### config.mk
export PLATFORM = sky130hd
export DESIGN_NAME = gb_cart_header
export DESIGN_NICKNAME = d
export VERILOG_FILES = /design/src/rtl/gb_cart_pkg.sv /design/src/rtl/gb_cart_hdr_decode.sv /design/src/rtl/gb_cart_header.sv
export SDC_FILE = /design/constraint.sdc
export NUM_CORES = 1
export LEC_CHECK = 0
export BUFFER_PORTS_ARGS = -buffer_cell sky130_fd_sc_hd__clkbuf_2
export CAP_MARGIN = 20
export CELL_PAD_IN_SITES_DETAIL_PLACEMENT = 0
export CELL_PAD_IN_SITES_GLOBAL_PLACEMENT = 1
export CORE_MARGIN = 3
export CORE_UTILIZATION = 54
export CTS_BUF_LIST = sky130_fd_sc_hd__clkbuf_4 sky130_fd_sc_hd__clkbuf_8
export CTS_CLUSTER_DIAMETER = 50
export DETAILED_ROUTE_END_ITERATION = 10
export PLACE_DENSITY = 0.92
export SYNTH_ARGS = -nofsm -noshare
export SYNTH_HDL_FRONTEND = slang
export SYNTH_HIERARCHICAL = 1
export SYNTH_SLANG_ARGS = --single-unit
### constraint.sdc
create_clock -name clk_sys -period 11.7 [get_ports clk_sys]
set_clock_uncertainty 0.15 [all_clocks]
set_input_delay 0 -clock clk_sys [delete_from_list [all_inputs] [get_ports clk_sys]]
set_output_delay 0 -clock clk_sys [all_outputs]
set_load 0.01 [all_outputs]
### src/rtl/gb_cart_pkg.sv
// Shared constants, FSM state type and bank-mask lookups for the cartridge header snooper.
package gb_cart_pkg;

    localparam int unsigned HDR_BASE   = 32'h134;
    localparam int unsigned HDR_LEN    = 26;
    localparam int unsigned OFS_CGB    = 32'h143;
    localparam int unsigned OFS_TYPE   = 32'h147;
    localparam int unsigned OFS_ROM    = 32'h148;
    localparam int unsigned OFS_RAM    = 32'h149;
    localparam int unsigned OFS_DEST   = 32'h14A;
    localparam int unsigned OFS_LIC    = 32'h14B;
    localparam int unsigned OFS_VER    = 32'h14C;
    localparam int unsigned OFS_CHK    = 32'h14D;
    localparam int unsigned LOGO_BASE  = 32'h104;
    localparam int unsigned LOGO2_BASE = 32'h40104;
    localparam int unsigned LOGO_LEN   = 16;

    localparam int unsigned IDX_CGB  = OFS_CGB  - HDR_BASE;
    localparam int unsigned IDX_TYPE = OFS_TYPE - HDR_BASE;
    localparam int unsigned IDX_ROM  = OFS_ROM  - HDR_BASE;
    localparam int unsigned IDX_RAM  = OFS_RAM  - HDR_BASE;
    localparam int unsigned IDX_CHK  = OFS_CHK  - HDR_BASE;

    localparam logic [7:0] ROM_ONLY    = 8'h00;
    localparam logic [7:0] ROM_RAM     = 8'h08;
    localparam logic [7:0] ROM_RAM_BAT = 8'h09;
    localparam logic [7:0] MBC1_FIRST  = 8'h01;
    localparam logic [7:0] MBC1_LAST   = 8'h03;
    localparam logic [7:0] MBC2_FIRST  = 8'h05;
    localparam logic [7:0] MBC2_LAST   = 8'h06;
    localparam logic [7:0] MBC3_FIRST  = 8'h0F;
    localparam logic [7:0] MBC3_LAST   = 8'h13;
    localparam logic [7:0] MBC5_FIRST  = 8'h19;
    localparam logic [7:0] MBC5_LAST   = 8'h1E;
    localparam logic [7:0] MBC1M_ROM_CODE = 8'h05;

    typedef enum logic [1:0] {IDLE, LOAD, DECODE, DONE} state_t;

    function automatic logic [3:0] ram_mask_lut(input logic [7:0] code);
        case (code)
            8'h00, 8'h01, 8'h02: return 4'h0;
            8'h03:               return 4'h3;
            8'h04:               return 4'hF;
            8'h05:               return 4'h7;
            default:             return 4'hF;
        endcase
    endfunction

    function automatic logic [8:0] rom_mask_lut(input logic [7:0] code);
        logic [9:0] m;
        if (code > 8'd8) return '1;
        m = (10'd2 << code[3:0]) - 10'd1;
        return m[8:0];
    endfunction

endpackage

### src/rtl/gb_cart_hdr_decode.sv
// Combinational decode of captured header bytes into mapper flags, bank masks and checksum status.
module gb_cart_hdr_decode
    import gb_cart_pkg::*;
(
    input  logic [HDR_LEN-1:0][7:0] hdr_bytes,
    input  logic [HDR_LEN-1:0]      hdr_seen,
    output logic                    mbc1,
    output logic                    mbc2,
    output logic                    mbc3,
    output logic                    mbc5,
    output logic                    has_ram,
    output logic [3:0]              ram_mask,
    output logic [8:0]              rom_mask,
    output logic                    hdr_valid,
    output logic                    hdr_chk_ok,
    output logic                    unsupported
);

    logic [7:0] mtype, rom_code, ram_code, sum, chk;
    logic       valid, is1, is2, is3, is5, is_plain;

    always_comb begin
        mtype    = hdr_bytes[IDX_TYPE];
        rom_code = hdr_bytes[IDX_ROM];
        ram_code = hdr_bytes[IDX_RAM];
        valid    = &hdr_seen;

        // c = sum over n bytes of (-b - 1) == -(sum of bytes) - n
        sum = '0;
        for (int unsigned i = 0; i < IDX_CHK; i++) sum = sum + hdr_bytes[5'(i)];
        chk = 8'h00 - sum - 8'(IDX_CHK);

        is1      = mtype inside {[MBC1_FIRST:MBC1_LAST]};
        is2      = mtype inside {[MBC2_FIRST:MBC2_LAST]};
        is3      = mtype inside {[MBC3_FIRST:MBC3_LAST]};
        is5      = mtype inside {[MBC5_FIRST:MBC5_LAST]};
        is_plain = mtype inside {ROM_ONLY, ROM_RAM, ROM_RAM_BAT};

        mbc1        = valid & is1;
        mbc2        = valid & is2;
        mbc3        = valid & is3;
        mbc5        = valid & is5;
        unsupported = ~(is1 | is2 | is3 | is5 | is_plain);
        has_ram     = valid & (is2 | (ram_code != 8'h00));
        ram_mask    = valid ? ram_mask_lut(ram_code) : '0;
        rom_mask    = valid ? rom_mask_lut(rom_code) : '0;
        hdr_valid   = valid;
        hdr_chk_ok  = valid & (chk == hdr_bytes[IDX_CHK]);
    end

endmodule

### src/rtl/gb_cart_header.sv
// Snoops the ROM download stream, captures the cartridge header and registers its decode at end of load.
// Define GB_MBC1M_DETECT_EN to also capture both logo copies and detect MBC1 multicarts.
module gb_cart_header
    import gb_cart_pkg::*;
#(
    parameter int unsigned ADDR_W = 25
)
(
    input  logic              clk_sys,
    input  logic              reset_n,
    input  logic              dl_active,
    input  logic              dl_wr,
    input  logic [ADDR_W-1:0] dl_addr,
    input  logic [15:0]       dl_data,
    output logic [7:0]        cart_mbc_type,
    output logic [7:0]        cart_rom_size,
    output logic [7:0]        cart_ram_size,
    output logic [7:0]        cart_cgb_flag,
    output logic              mbc1,
    output logic              mbc1m,
    output logic              mbc2,
    output logic              mbc3,
    output logic              mbc5,
    output logic              has_ram,
    output logic [3:0]        ram_mask,
    output logic [8:0]        rom_mask,
    output logic              hdr_valid,
    output logic              hdr_chk_ok,
    output logic              unsupported
);

    state_t state, state_nx;
    logic   dl_active_q, start, cap_en;

    logic [HDR_LEN-1:0][7:0]  hdr_bytes;
    logic [HDR_LEN-1:0]       hdr_seen;
    logic [1:0][ADDR_W-1:0]   byte_addr, hdr_off;
    logic [1:0][7:0]          byte_data;
    logic [1:0]               hdr_hit;

    logic       dec_mbc1, dec_mbc2, dec_mbc3, dec_mbc5, dec_has_ram;
    logic       dec_valid, dec_chk_ok, dec_unsupported;
    logic [3:0] dec_ram_mask;
    logic [8:0] dec_rom_mask;

    always_comb begin
        byte_addr[0] = dl_addr & ~ADDR_W'(1);
        byte_addr[1] = dl_addr |  ADDR_W'(1);
        byte_data[0] = dl_data[7:0];
        byte_data[1] = dl_data[15:8];
        for (int unsigned b = 0; b < 2; b++) begin
            hdr_off[b] = byte_addr[b] - ADDR_W'(HDR_BASE);
            hdr_hit[b] = hdr_off[b] < ADDR_W'(HDR_LEN);
        end
    end

    always_comb begin
        state_nx = state;
        start    = 1'b0;
        case (state)
            IDLE, DONE: if (dl_active && !dl_active_q) begin
                start    = 1'b1;
                state_nx = LOAD;
            end
            LOAD:    if (!dl_active) state_nx = DECODE;
            DECODE:  state_nx = DONE;
            default: state_nx = IDLE;
        endcase
        cap_en = (state == LOAD) && dl_active && dl_wr;
    end

    // Edge history resets high so a download still asserted across reset is never re-armed.
    always_ff @(posedge clk_sys) begin
        if (!reset_n) begin
            state       <= IDLE;
            dl_active_q <= 1'b1;
        end else begin
            state       <= state_nx;
            dl_active_q <= dl_active;
        end
    end

    always_ff @(posedge clk_sys) begin
        if (!reset_n || start) begin
            hdr_bytes <= '0;
            hdr_seen  <= '0;
        end else if (cap_en) begin
            for (int unsigned b = 0; b < 2; b++) begin
                if (hdr_hit[b]) begin
                    hdr_bytes[hdr_off[b][4:0]] <= byte_data[b];
                    hdr_seen[hdr_off[b][4:0]]  <= 1'b1;
                end
            end
        end
    end

    gb_cart_hdr_decode u_decode (
        .hdr_bytes   (hdr_bytes),
        .hdr_seen    (hdr_seen),
        .mbc1        (dec_mbc1),
        .mbc2        (dec_mbc2),
        .mbc3        (dec_mbc3),
        .mbc5        (dec_mbc5),
        .has_ram     (dec_has_ram),
        .ram_mask    (dec_ram_mask),
        .rom_mask    (dec_rom_mask),
        .hdr_valid   (dec_valid),
        .hdr_chk_ok  (dec_chk_ok),
        .unsupported (dec_unsupported)
    );

    always_ff @(posedge clk_sys) begin
        if (!reset_n) begin
            cart_mbc_type <= '0;
            cart_rom_size <= '0;
            cart_ram_size <= '0;
            cart_cgb_flag <= '0;
            mbc1          <= 1'b0;
            mbc2          <= 1'b0;
            mbc3          <= 1'b0;
            mbc5          <= 1'b0;
            has_ram       <= 1'b0;
            ram_mask      <= '0;
            rom_mask      <= '0;
            hdr_valid     <= 1'b0;
            hdr_chk_ok    <= 1'b0;
            unsupported   <= 1'b0;
        end else if (state == DECODE) begin
            cart_mbc_type <= hdr_bytes[IDX_TYPE];
            cart_rom_size <= hdr_bytes[IDX_ROM];
            cart_ram_size <= hdr_bytes[IDX_RAM];
            cart_cgb_flag <= hdr_bytes[IDX_CGB];
            mbc1          <= dec_mbc1;
            mbc2          <= dec_mbc2;
            mbc3          <= dec_mbc3;
            mbc5          <= dec_mbc5;
            has_ram       <= dec_has_ram;
            ram_mask      <= dec_ram_mask;
            rom_mask      <= dec_rom_mask;
            hdr_valid     <= dec_valid;
            hdr_chk_ok    <= dec_chk_ok;
            unsupported   <= dec_unsupported;
        end
    end

`ifdef GB_MBC1M_DETECT_EN
    logic [LOGO_LEN-1:0][7:0] logo_a, logo_b;
    logic [LOGO_LEN-1:0]      logo_seen_a, logo_seen_b;
    logic [1:0][ADDR_W-1:0]   off_a, off_b;
    logic [1:0]               hit_a, hit_b;
    logic                     logo_ok;

    always_comb begin
        for (int unsigned b = 0; b < 2; b++) begin
            off_a[b] = byte_addr[b] - ADDR_W'(LOGO_BASE);
            off_b[b] = byte_addr[b] - ADDR_W'(LOGO2_BASE);
            hit_a[b] = off_a[b] < ADDR_W'(LOGO_LEN);
            hit_b[b] = off_b[b] < ADDR_W'(LOGO_LEN);
        end
        logo_ok = (&logo_seen_a) & (&logo_seen_b) & (logo_a == logo_b);
    end

    always_ff @(posedge clk_sys) begin
        if (!reset_n || start) begin
            logo_a      <= '0;
            logo_b      <= '0;
            logo_seen_a <= '0;
            logo_seen_b <= '0;
        end else if (cap_en) begin
            for (int unsigned b = 0; b < 2; b++) begin
                if (hit_a[b]) begin
                    logo_a[off_a[b][3:0]]      <= byte_data[b];
                    logo_seen_a[off_a[b][3:0]] <= 1'b1;
                end
                if (hit_b[b]) begin
                    logo_b[off_b[b][3:0]]      <= byte_data[b];
                    logo_seen_b[off_b[b][3:0]] <= 1'b1;
                end
            end
        end
    end

    always_ff @(posedge clk_sys) begin
        if (!reset_n)
            mbc1m <= 1'b0;
        else if (state == DECODE)
            mbc1m <= dec_mbc1 & (hdr_bytes[IDX_ROM] == MBC1M_ROM_CODE) & logo_ok;
    end
`else
    assign mbc1m = 1'b0;
`endif

endmodule

Word-level counts from Yosys, hierarchy flattened
Index checks and enable logic that the tools add are counted.

storage, ports and cells
  memories = 0
  output and inout bits = 54
  flip-flop bits (word level) = 290
  memory bits (writable) = 0
  bits in latches = 0
  word-level logic and storage cells = 164
  bits of input ports = 45
  bits in read-only memories = 0

cells by class
  multiplexer cells = 29
  shifts and indexed selects = 1
  equality and inequality tests = 12
  bitwise gates (word level) = 14
  add/subtract/negate cells = 29
  multipliers = 0
  reductions and logical operators = 21
  magnitude comparators = 15
  divide/modulo/power cells = 0

operators with widths
  kind                                                                    count
  208-bit 2-to-1 mux                                                      4
  208-bit bitwise mux                                                     2
  8-bit adder                                                             24
  26-bit 2-to-1 mux                                                       4
  8-bit demux with 5-bit select                                           2
  26-bit bitwise OR                                                       2
  25-bit by 5-bit < comparator with 1-bit output (second input constant)  2
  25-bit by 9-bit subtractor with 25-bit output (second input constant)   2
  9-bit 2-to-1 mux                                                        3
  26-bit AND reduction                                                    1
  8-bit by 2-bit equality test with 1-bit output (second input constant)  2
  8-bit by 4-bit equality test with 1-bit output (second input constant)  2
  8-bit by 5-bit <= comparator with 1-bit output (second input constant)  2
  8-bit zero test                                                         2
  8-bit 2-to-1 mux                                                        2
  5-bit by 6-bit < comparator with 1-bit output (second input constant)   2
  4-bit one-hot mux with 3 select lines                                   1
  1-bit demux with 5-bit select                                           2
  5-bit by 1-bit >= comparator with 1-bit output (second input constant)  2
  1-bit logical AND                                                       9
  2-bit by 4-bit left shift with 9-bit output (first input constant)      1
  9-bit by 1-bit subtractor with 9-bit output (second input constant)     1
  8-bit by 1-bit equality test with 1-bit output (second input constant)  1
  8-bit by 3-bit equality test with 1-bit output (second input constant)  1
  other kinds (28)                                                        45

Depth between registers and ports, before layout
  depth in word-level cells = 28
  gate-level depth with buffers = 22
  mapped depth without buffers = 21

By module
Netlist, hierarchy kept.

by module, submodules not included
  module              area an instance (µm²)  times used  seq. area each (µm²)  cells each
  gb_cart_header      11234.5                 1           5805.6                1095
  gb_cart_hdr_decode  5172.5                  1           0.0                   591

Worst setup path after synthesis
No wires, ideal clock.

  kind = register to register
  start point = register hdr_bytes[155] in the netlist's numbering
  end point = register hdr_chk_ok
  arrival time = 5.685 ns
  library setup time = 0.065 ns
  data required time = 11.485 ns
  buffers on the path = 0
  period minus slack after synthesis = 5.900 ns
  cell stages (with the launch flop) = 20
  slack = 5.800 ns
  cell sequence = dfxtp_1 > inv_1 > fa_1 > inv_1 > fa_1 > fa_1 > fa_1 > fa_1 > fa_1 > fa_1 > inv_1 > ha_1 > a21o_1 > a21oi_1 > o21bai_1 > a21oi_1 > xnor3_1 > nor4_2 > mux2i_1 > nor2b_1

on the way
  word-level cells in the longest chain between the ends = 10

RTL lines
  what                                         line                      RTL
  start, declared                              gb_cart_header.sv:35      logic [HDR_LEN-1:0][7:0] hdr_bytes;
  start signal, assigned by index              gb_cart_header.sv:90      hdr_bytes[hdr_off[b][4:0]] <= byte_data[b];
  8-bit adder (6 in series)                    gb_cart_hdr_decode.sv:30  for (int unsigned i = 0; i < IDX_CHK; i++) sum = sum + hdr_bytes[5'(i)];
  1-bit by 8-bit subtractor with 8-bit output  gb_cart_hdr_decode.sv:31  chk = 8'h00 - sum - 8'(IDX_CHK);
  8-bit by 5-bit subtractor with 8-bit output  gb_cart_hdr_decode.sv:31
  8-bit equality test                          gb_cart_hdr_decode.sv:48  hdr_chk_ok = valid & (chk == hdr_bytes[IDX_CHK]);
  1-bit bitwise AND                            gb_cart_hdr_decode.sv:48
  net dec_chk_ok                               gb_cart_header.sv:42      logic dec_valid, dec_chk_ok, dec_unsupported;
  end signal, assigned                         gb_cart_header.sv:141     hdr_chk_ok <= dec_chk_ok;
  end, declared                                gb_cart_header.sv:28      output logic hdr_chk_ok,

The timed path passes the listed nets, and every way through them passes these cells.
A chain may end at the register's enable or synchronous reset.

Worst setup path after layout
Same ends and word-level chain as after synthesis.

==> out/qor.yml <==
global_route:
  first_global_vias: 11400
  grt_overflow: 0
  grt.total_usage_pct: 21.4
  antenna_found_initial: 1
  grt_pass1_wl_um: 57300
  grt_max_degree: 81
clock_network:
  h-tree-depth: 2
  clockRootBuffer: "clkbuf_8"
  post-cts-setup-buffers: 0
  cts_max_path_buffers: 3
  clkLatencyLatePin_ns: 0.58
  tritoncts: "done"
  cts_num_sinks: 290
  cts_made_buffers: 51
  clk_pin_slew_worst_paths_ns: 0.06
routing:
  routed_wl_um: 34300
  drt_iter0_drc: 446
  viasPerCell: 5.03
  via_count: 11100
  drc: 0
  antenna_left: 0
  routedWlPerCell_um: 15.6
  firstDrtPassIters: 5
synthesis:
  synth_edf_count: 0
  synth_seq_area_share_pct: 35.4
  synth_compound_area_share_pct: 3.68
  syn_area_per_cell_um2: 9.73
  ys_async_sr_fraction_pct: 0
  synth-simple-area-share_pct: 11.4
  yosys-top-cells-area: "dfxtp_1 35%, fa_1 17%, mux2i_1 16%"
  synth-xor-area-share_pct: 3.60
  synthesis.instances: 1686
  synth_fa_ha_area_share_pct: 19.0
  synth_commonest_cells: "330 x inv_1, 290 x dfxtp_1, 262 x mux2i_1"
  yosysUniqueCellTypes: 64
  synth_top_area_cell: "dfxtp_1"
  synth_nets: 1895
  yosysWarnings: 6
  synth.most_common_cell: "inv_1"
  yosys_register_bits: 290
  synth_top_area_share_pct: 35.4
  synth_top_family_by_area: "adder cells"
  syn_area_um2: 16400
  synthMuxAreaShare_pct: 16.0
  synthFlopType: "dfxtp_1"
floorplanning:
  die_y_um: 180
  initial_core_util_pct: 55.1
  fp.coreArea_um2: 29800
  num_rows: 63
  die_x_um: 180
  dieArea_um2: 32500
  pin_count: 99
worst_setup_path:
  crit_path_end_kind: "flop"
  path_class: "flop to flop"
  cp.arrival_ns: 6.79
  critPathLaunchType: "flop"
  cp.required_ns: 12.05
  path_max_fanout: 8
hold_path:
  min_path_type: "input port to flop"
timing:
  finalSetupViolCount: 0
  finalSetupTns_ns: 0
  worst_pin_slew_ns: 1.08
  relSlewSlack_pct: 27.2
  fmax_mhz: 155
  finalHoldViolCount: 0
  post-route-min-period_ns: 6.44
  final_max_slew_viol_count: 0
  final.period_utilization_pct: 55.1
  rsz0062_at_grt: "no"
finish:
  final_nets: 1981
  syn_to_final_growth_pct: 11.3
  n_antenna_cell: 0
  drive_above_1_share_pct: 12.3
  stdcell_area_um2: 18300
run:
  max_cap_violations: 0
place:
  dpl_cell_area_um2: 17000
  dp_hpwl_um: 24300
  place.gp.congestion: 0.828
  port_buffers: 96
run_status:
  status: "complete, no violations"
power:
  irDropWorstVdd_mv: 0.213
  cellPowerDensity_nw_per_um2: 122
  leakage_nw: 8.81
cell type report:
class | instances | area (um2)
fillers | 2520 | 11500
multi-input cells | 969 | 8820
well taps | 390 | 488
flip-flops and latches | 290 | 5810
clock buffers | 84 | 1060
clock inverters | 8 | 71.3
inverters | 330 | 1240
repair buffers | 130 | 771
final timing paths:
path                          startpoint                     endpoint  slack [ns]  depth (start not counted)
max          hdr_bytes[155]$_SDFFE_PP0P_      hdr_chk_ok$_SDFFE_PN0N_        5.26                         17
max reg2reg  hdr_bytes[155]$_SDFFE_PP0P_      hdr_chk_ok$_SDFFE_PN0N_        5.26                         17
min                          dl_data[14]  hdr_bytes[206]$_SDFFE_PP0P_        0.03                          3
min reg2reg     hdr_seen[9]$_SDFFE_PP0P_     hdr_seen[9]$_SDFFE_PP0P_        0.29                          2
kinds of logic after synthesis:
kind of cell               count (synthesis)
DFF                                      290
other                                      1
xor gates and xnor gates                  61
adders and majority gates                165
buffers and inverters                    427
muxes                                    262
and+or+nand+nor                          393
AOI/OAI and AO/OA                         87
repair_timing:
| item | 4_1_cts | 5_1_grt |
|---|---|---|
| gates resized for setup | 0 | 0 |
| endpoints found under the hold margin | 190 | 0 |
| hold buffers | 15 | 0 |
placed cells by master, fill, tap and decap left out, drive strengths merged, types with 12 or more instances in the layout:
master,instances
fa,141
nand2,239
o311ai,13
ha,23
mux2i,262
nor2b,57
buf,18
nor3,12
xnor2,42
xor2,15
clkbuf,181
nor2,17
dfxtp,290
a21oi,39
inv,331
dlygate4sd3,15
nor4,21
nand4,23
power breakdown:
group	switching [mW]	leakage [nW]	internal [mW]	total (mW)
combinational	0.139	5.87	0.0779	0.217
clock	0.412	0.603	0.594	1.01
sequential	0.00424	2.34	0.992	0.996
total	0.555	8.81	1.66	2.22
state kept, by name, summed over array words and instances, names as in the netlist, 2 cells and up:
signal and flops:
cart_cgb_flag 8, cart_mbc_type 8, cart_ram_size 8, cart_rom_size 8, hdr_bytes 208, hdr_seen 26, ram_mask 4, rom_mask 9
state 2
routing by layer:
layer | GRT usage (%) | routed length (um) | vias up
met2 | 38.0 | 17300 | 188
met1 | 27.1 | 15000 | 5399
met4 | 6.20 | 803 | 0
li1 | - | - | 5436
met3 | 3.33 | 1270 | 56
met5 | 0 | 0 | -
worst max-delay path, stage by stage (launching register included):
cell and delay (ns):
dfxtp_1 0.49, inv_1 0.19, fa_1 0.56, inv_1 0.06
fa_1 0.59, fa_1 0.45, fa_1 0.53, fa_1 0.44
fa_1 0.52, fa_1 0.54, inv_1 0.07, fa_1 0.49
xor2_1 0.18, nor4_1 0.39, nand3_1 0.18, nor4_2 0.29
mux2i_1 0.10, nor2b_1 0.14
per-stage QoR:
| stage | power [mW] | worst slack [ns] | hold slack [ns] | cells | util (%) |
|---|---|---|---|---|---|
| 4_1_cts | 2.24 | 5.29 | 0.0277 | 2199 | 61.2 |
| 6_report | 2.22 | 5.26 | 0.0341 | 2201 | 61.3 |
| 5_1_grt | 2.30 | 5.01 | 0.0393 | 2201 | 61.3 |
| 3_3_place_gp | 1.23 | 5.41 | 0.0987 | 2092 | 56.9 |
| 3_5_place_dp | 1.23 | 5.37 | 0.103 | 2092 | 56.9 |
| 2_1_floorplan | 1.17 | 5.80 | -0.0485 | 1686 | - |
(Power assumes the default switching activity.)
